`config.mk`:
```
export PLATFORM = sky130hd
export DESIGN_NAME = seq_num_alloc
export DESIGN_NICKNAME = d
export VERILOG_FILES = /design/src/rtl/seq_num_alloc.sv
export SDC_FILE = /design/constraint.sdc
export NUM_CORES = 1
export LEC_CHECK = 0
export CAP_MARGIN = 40
export CORE_MARGIN = 2
export CORE_UTILIZATION = 50
export DETAILED_ROUTE_END_ITERATION = 10
export PLACE_DENSITY = 0.82
export SLEW_MARGIN = 20
export SYNTH_ARGS = -nofsm -noshare
export SYNTH_HDL_FRONTEND = slang
export SYNTH_SLANG_ARGS = --single-unit
```
`constraint.sdc`:
```
create_clock -name clk -period 5.8 [get_ports clk]
set_clock_uncertainty 0.2 [all_clocks]
set_input_delay 1.16 -clock clk [delete_from_list [all_inputs] [get_ports clk]]
set_output_delay 1.16 -clock clk [all_outputs]
set_load 0.02 [all_outputs]
```
`src/rtl/seq_num_alloc.sv`:
```
// -----------------------------------------------------------------------------
// seq_num_alloc
//
// Purpose:
//   Allocates in-order sequence numbers to instructions entering the
//   out-of-order window and retires them in order as commit notifications
//   arrive. It publishes the oldest in-flight number, which age comparators
//   use as their wrap-around reference. It also throttles dispatch when the
//   window is full.
//
// Parameters:
//   p_seq_num_bits  - width of a sequence number; numbers wrap modulo
//                     2**p_seq_num_bits.
//   p_max_in_flight - maximum outstanding numbers, 1..2**p_seq_num_bits.
//
// Ports:
//   clk            in   clock
//   rst            in   synchronous active-high reset
//   alloc_val      in   dispatch requests a sequence number
//   alloc_rdy      out  a number can be granted this cycle
//   alloc_seq_num  out  number granted when alloc_val && alloc_rdy
//   commit_val     in   commit notification valid
//   commit_seq_num in   number being committed (must be the oldest)
//   squash_val     in   (optional) squash request
//   squash_seq_num in   (optional) keep this number and older, free younger
//   oldest_seq_num out  oldest in-flight number (next-to-allocate when empty)
//   num_in_flight  out  outstanding count
//   empty          out  num_in_flight == 0
//   err            out  registered one-cycle pulse for an illegal
//                       commit or squash
//
// Configuration:
//   SEQ_NUM_ALLOC_SQUASH_EN - when defined, adds the squash_val and
//   squash_seq_num ports and the partial-flush behaviour. When it is
//   undefined, head moves only on an allocation or on reset.
// -----------------------------------------------------------------------------
module seq_num_alloc #(
    parameter int p_seq_num_bits  = 5,
    parameter int p_max_in_flight = 16
) (
    input  logic                                   clk,
    input  logic                                   rst,
    input  logic                                   alloc_val,
    output logic                                   alloc_rdy,
    output logic [p_seq_num_bits-1:0]              alloc_seq_num,
    input  logic                                   commit_val,
    input  logic [p_seq_num_bits-1:0]              commit_seq_num,
`ifdef SEQ_NUM_ALLOC_SQUASH_EN
    input  logic                                   squash_val,
    input  logic [p_seq_num_bits-1:0]              squash_seq_num,
`endif
    output logic [p_seq_num_bits-1:0]              oldest_seq_num,
    output logic [$clog2(p_max_in_flight+1)-1:0]   num_in_flight,
    output logic                                   empty,
    output logic                                   err
);

    localparam int CNT_BITS = $clog2(p_max_in_flight + 1);
    localparam logic [CNT_BITS-1:0]       MAX_CNT  = CNT_BITS'(p_max_in_flight);
    localparam logic [CNT_BITS-1:0]       CNT_ZERO = {CNT_BITS{1'b0}};
    localparam logic [CNT_BITS-1:0]       CNT_ONE  = CNT_BITS'(1'b1);
    localparam logic [p_seq_num_bits-1:0] SEQ_ZERO = {p_seq_num_bits{1'b0}};
    localparam logic [p_seq_num_bits-1:0] SEQ_ONE  = p_seq_num_bits'(1'b1);

    // Architectural state: head is the next number to hand out. tail is
    // the oldest in-flight number. count tells full apart from empty,
    // because head == tail is ambiguous when the window spans every number.
    logic [p_seq_num_bits-1:0] head_q, head_d;
    logic [p_seq_num_bits-1:0] tail_q, tail_d;
    logic [CNT_BITS-1:0]       count_q, count_d;
    logic                      err_q, err_d;

    // Per-cycle event decode.
    logic                      alloc_rdy_s;
    logic                      alloc_fire_s;
    logic                      commit_legal_s;
    logic                      commit_illegal_s;
    logic                      squash_act_s;
    logic                      squash_legal_s;
    logic                      squash_illegal_s;

    // Next-state values for an ordinary cycle, before any squash override.
    logic [p_seq_num_bits-1:0] head_nrm_s;
    logic [CNT_BITS-1:0]       count_nrm_s;

`ifdef SEQ_NUM_ALLOC_SQUASH_EN
    // Distance of the squash point from the oldest entry. This is its age
    // within the window.
    logic [p_seq_num_bits-1:0] squash_dist_s;
    logic [31:0]               squash_cnt_s;
`endif

    // Commit legality: only the oldest in-flight number can retire.
    always_comb begin
        commit_legal_s   = commit_val && (count_q != CNT_ZERO) &&
                           (commit_seq_num == tail_q);
        commit_illegal_s = commit_val && !commit_legal_s;
    end

`ifdef SEQ_NUM_ALLOC_SQUASH_EN
    // Squash legality: the kept number must currently be in flight.
    always_comb begin
        squash_act_s     = squash_val;
        squash_dist_s    = squash_seq_num - tail_q;
        squash_legal_s   = squash_val &&
                           (32'(squash_dist_s) < 32'(count_q));
        squash_illegal_s = squash_val && !squash_legal_s;
        // Survivors are tail..squash point inclusive. A same-cycle legal
        // commit removes one more survivor from the front.
        if (commit_legal_s) begin
            squash_cnt_s = 32'(squash_dist_s) + 32'd1 - 32'd1;
        end else begin
            squash_cnt_s = 32'(squash_dist_s) + 32'd1;
        end
    end
`else
    // Squash support is not built. Hold the squash events inactive.
    always_comb begin
        squash_act_s     = 1'b0;
        squash_legal_s   = 1'b0;
        squash_illegal_s = 1'b0;
    end
`endif

    // Dispatch handshake. A same-cycle commit is deliberately not forwarded
    // into ready, so that ready stays a function of registered state (plus
    // squash).
    always_comb begin
        alloc_rdy_s  = (count_q < MAX_CNT) && !squash_act_s;
        alloc_fire_s = alloc_val && alloc_rdy_s;
    end

    // Ordinary next state: allocation advances head, and a legal commit
    // advances tail. The count moves only when exactly one of them happens.
    always_comb begin
        if (alloc_fire_s) begin
            head_nrm_s = head_q + SEQ_ONE;
        end else begin
            head_nrm_s = head_q;
        end

        if (commit_legal_s) begin
            tail_d = tail_q + SEQ_ONE;
        end else begin
            tail_d = tail_q;
        end

        case ({alloc_fire_s, commit_legal_s})
            2'b10:   count_nrm_s = count_q + CNT_ONE;
            2'b01:   count_nrm_s = count_q - CNT_ONE;
            default: count_nrm_s = count_q;
        endcase
    end

    // Final head/count selection. A legal squash rewinds head to just past
    // the kept number. It never coincides with an allocation, because
    // squash forces alloc_rdy low.
    always_comb begin
`ifdef SEQ_NUM_ALLOC_SQUASH_EN
        if (squash_legal_s) begin
            head_d  = squash_seq_num + SEQ_ONE;
            count_d = CNT_BITS'(squash_cnt_s);
        end else begin
            head_d  = head_nrm_s;
            count_d = count_nrm_s;
        end
`else
        head_d  = head_nrm_s;
        count_d = count_nrm_s;
`endif
        err_d = commit_illegal_s || squash_illegal_s;
    end

    // State registers. Reset discards everything in flight and ignores any
    // commit presented in the same cycle.
    always_ff @(posedge clk) begin
        if (rst) begin
            head_q  <= SEQ_ZERO;
            tail_q  <= SEQ_ZERO;
            count_q <= CNT_ZERO;
            err_q   <= 1'b0;
        end else begin
            head_q  <= head_d;
            tail_q  <= tail_d;
            count_q <= count_d;
            err_q   <= err_d;
        end
    end

    // Outputs are taken straight from the registers. Only alloc_rdy also
    // sees squash.
    always_comb begin
        alloc_rdy      = alloc_rdy_s;
        alloc_seq_num  = head_q;
        oldest_seq_num = tail_q;
        num_in_flight  = count_q;
        empty          = (count_q == CNT_ZERO);
        err            = err_q;
    end

endmodule
```
---- Word level (Yosys, flattened, before mapping) ----
Index checks and enable logic that the tools add are counted.
operators by class
  add/subtract/negate cells ............... 4
  $lt $le $gt $ge ......................... 1
  eq/ne operators ......................... 3
  multiplexer cells ....................... 1
  reductions and logical operators ........ 8
operators by type and width
  cell                   count
  $add A5 B1 Y5 const B  3
  $pmux W5 S2            1
  $eq A5 B5 Y1           1
  $logic_not A5 Y1       1
  $lt A5 B5 Y1 const B   1
  $reduce_bool A5 Y1     1
  $sub A5 B1 Y5 const B  1
  $logic_and A1 B1 Y1    4
  $eq A2 B1 Y1 const B   1
  $eq A2 B2 Y1 const B   1
  $reduce_bool A2 Y1     1
  $logic_not A1 Y1       1
word-level totals
  register bits after elaboration ......... 16
  input port bits ......................... 9
  output and inout bits ................... 18
  word-level logic and storage cells ...... 21

---- Longest topological paths before layout ----
  word-level depth ........................ 5
  depth in mapped cells ................... 9
  depth with buffers taken out ............ 9

---- Worst setup path before layout ----
OpenSTA, ideal clock, no wires.
  kind .................................... input to register
  start ................................... input port commit_seq_num[3]
  end ..................................... register count_q[4] (netlist: num_in_flight[4])
  library setup time ...................... 0.070 ns
  arrival time ............................ 3.110 ns
  data required time ...................... 5.530 ns
  setup slack ............................. 2.420 ns
  stages on the path ...................... 9
  buffers on the path ..................... 0
  cell sequence ........................... xnor2_1 -> nand3_2 -> nor3_4 -> ha_1 -> ha_1 -> a21oi_1 -> a21oi_1 -> or4_1 -> a21oi_1
on the way
  word-level cells in the longest chain between the ends .. 4
  elaborated cells on any way between the ends .. 6
  classes of those cells .................. 3 x eq/ne; 1 x mux; 2 x reduce/logical
ends and longest elaborated chain
  element                                                   line  text
  start: declaration                                        47    input logic [p_seq_num_bits-1:0] commit_seq_num,
  $eq A5 B5 Y1 (*)                                          96    (commit_seq_num == tail_q);
  $logic_and A1 B1 Y1 (*)                                   95    commit_legal_s = commit_val && (count_q != CNT_ZERO) &&
  net commit_legal_s                                        76    logic commit_legal_s;
  $eq A2 B1 Y1 / $eq A2 B2 Y1 (equally long branches)       148   case ({alloc_fire_s, commit_legal_s})
  $pmux W5 S2 / $reduce_bool A2 Y1 (equally long branches)  --
  end signal: assignment                                    185   count_q <= count_d;
  end: declaration                                          70    logic [CNT_BITS-1:0] count_q, count_d;
The timed path passes the listed nets; every way through them passes the cells marked *.
A chain may end at the register's enable or synchronous reset.

---- Worst setup path after layout ----
  start ................................... input port commit_seq_num[0]
  end ..................................... register count_q[4] (netlist: num_in_flight[4])
The elaborated chain is that of the path after synthesis.

==> metrics <==
Sw Share=0.263; Hold WC Path Type=flop to flop; power density cells=189 mW/mm^2; Worst Path Required=5.81 ns; Avg WL per Cell=12.9 um; post-CTS setup repair buffer count=0; routability congestion estimate from global placement=0.800; I/O pins=27; status=complete, no violations; Mapped Cells=98; drt via density=5.31; Antenna Violating Nets Remaining=0; reg2reg path depth=9; CTS Sinks=16; post-synthesis cell area=951 sq um; final setup TNS=0 ns; Setup WS pre-CTS=1.78 ns; ys flop type=dfxtp_1; Site Rows=15; commonest cells after routing, fill and taps aside=clkdlybuf4s50_1 (26), dfxtp_1 (16), nor2_1 (14); Synth Net Count=114; Num CTS Buffers=3; clk buf depth=2; Clock Power Share=0.308; Yosys warnings=0; Tmin final=3.76 ns; post-route setup slack=2.04 ns; placed cell area=0.00122 sq mm; crit path cell chain=clkdlybuf4s50_1, xnor2_2, nand3_2, nor3_4, ha_1, ha_1, a21oi_1, a21oi_1, or4_1, a21oi_1; Seq cells post-synth=16; Setup CP Type=primary input to flop; Int Power=0.175 mW; Crit. Startpoint=commit_seq_num[0]; CTS tree=yes; Seq pwr share=0.499; ant diodes=0; die height=47.6 um; post-layout util=0.712; via count=791; Root Buffer=clkbuf_4; clock slew at reported path FFs=0.09 ns; Worst setup EP type=flop; nets=141; hold buffers post-CTS=0; Die Wd=47.6 um; Comb pwr share=0.193; Core ar.=0.00176 sq mm; die footprint=0.00227 sq mm; worst slew pin tran=0.708 ns; Seq/Total Area, Yosys=0.337; Slew Limit Fails=0; Starting Density=0.539; syn avg cell area=9.70 sq um; Peak Freq=266 MHz; initial antenna violation count=0; CP max FO=7; Total Wirelength=1920 um; Setup-failing EPs final=0; layout cells sized above 1=0.129; RSZ-0062 raised after global routing=no; H-tree depth=1; startpoint class of the critical path=primary input; max-cap viol count=0; slew margin rel.=0.527; Distinct cells, synth=32; Worst path max stage delay=0.49 ns; crit path to=num_in_flight[4]; GR Util met3=0.0491; WP data arrival=3.77 ns; pin count of the biggest net entering global routing=22; global-route wire length before repair=3170 um; GRT Residual Overflow=0; Pleak=0.487 nW; FFs w/ async S/R, synth=0; Pre-antenna DRT Iters=4; # port buffers=26; GR Util met1=0.263; slowest stage cell on the critical path=clkdlybuf4s50_1; most frequent CP cell=a21oi_1; vias in the first global route=714; Skew-Pair Late Insertion Delay=0.28 ns; reg2reg end=num_in_flight[4]; period utilization=0.649; dpl hpwl=1410 um; Final Hold Vio Count=0; gr busiest metal=met2; Area Overhead vs Synth=32.1%; drt initial violations=20; Switch Pwr=0.0626 mW; design area=0.00126 sq mm; Tot GR Track Use=0.206; maximum vdd ir drop=0.185 mV; R2R Setup Slk=2.65 ns; commonest non-fill, non-tap cell in the layout=clkdlybuf4s50_1; number of remaining DRC errors=0; post-CTS sizing=0; worst reg2reg path startpoint=num_in_flight[0]; Post-synth EDFFs=0; M2 GR Usage=0.330
## cell type report
cell class	count	area (sq um)
multi-input cells	74	593
fillers	154	508
flip-flops and latches	16	320
repair buffers	26	260
clock buffers	4	36.3
well taps	25	31.3
inverters	4	15.0
## per-stage QoR
step / total power [mW] / std cells / hold slack (ns)
2_1_floorplan: 0.147 / 98 / 0.394
3_3_place_gp: 0.165 / 145 / 0.291
3_5_place_dp: 0.167 / 145 / 0.310
4_1_cts: 0.240 / 149 / 0.338
5_1_grt: 0.250 / 149 / 0.352
6_report: 0.237 / 149 / 0.334
## synth_stat cells, types with 2 or more instances
master | n | area, sq um
xnor2_1 | 4 | 35.0
nand2b_1 | 2 | 12.5
dfxtp_1 | 16 | 320
mux2_4 | 2 | 30.0
ha_1 | 6 | 75.1
nor2_1 | 14 | 52.6
or4_1 | 3 | 22.5
nor2b_1 | 2 | 12.5
inv_1 | 4 | 15.0
xnor2_2 | 3 | 48.8
nand2_1 | 3 | 11.3
mux2i_1 | 3 | 30.0
clkbuf_1 | 3 | 11.3
xor2_1 | 4 | 35.0
nand4_1 | 4 | 25.0
a21oi_1 | 7 | 35.0
o31ai_1 | 3 | 22.5
## state kept, by name, indices dropped and copies added, names as in the netlist
register,cells
num_in_flight,5
oldest_seq_num,5
alloc_seq_num,5
err,1
## cells by family (layout without fill, tap and decap cells)
| group | after synthesis | after routing | share of synthesized area |
|---|---|---|---|
| xor gates and xnor gates | 11 | 11 | 0.125 |
| buffers and inverters | 8 | 34 | 0.0395 |
| muxes | 5 | 5 | 0.0632 |
| DFF | 16 | 16 | 0.337 |
| AOI/OAI and AO/OA | 12 | 12 | 0.0921 |
| and+or+nand+nor | 39 | 39 | 0.243 |
| adders and majority gates | 7 | 7 | 0.100 |
## worst max-delay path: cells and delay by family
kind,cells,cell delay (ns)
compound gates,3,0.44
buf+inv,1,0.49
simple gates,3,0.95
xor+xnor,1,0.12
fa+ha+maj,2,0.60
## layer usage
layer  share of wire  wire [um]
met1            0.45        864
met3           0.056        107
met2            0.47        909
met5               0          0
met4           0.020         38
## power groups by stage
stage,Combinational (mW),Clock [mW],Sequential [mW]
after detailed placement,0.0457,0,0.121
after floorplan,0.0230,0,0.124
after global routing,0.0498,0.0810,0.119
final,0.0459,0.0732,0.118
after global placement,0.0450,0,0.120
after CTS,0.0462,0.0757,0.118
## worst min-delay path by stage
| stage | cells after the start | slack, ns | start | endpoint |
|---|---|---|---|---|
| 4_1_cts | 2 | 0.34 | alloc_seq_num[4] | alloc_seq_num[4] |
| 3_3_place_gp | 2 | 0.29 | alloc_seq_num[4] | alloc_seq_num[4] |
| 5_1_grt | 2 | 0.35 | alloc_seq_num[4] | alloc_seq_num[4] |
| 6_report | 2 | 0.33 | alloc_seq_num[4] | alloc_seq_num[4] |
| 3_5_place_dp | 2 | 0.31 | alloc_seq_num[4] | alloc_seq_num[4] |
| 2_1_floorplan | 2 | 0.39 | oldest_seq_num[4] | oldest_seq_num[4] |
(Power assumes the default switching activity.)
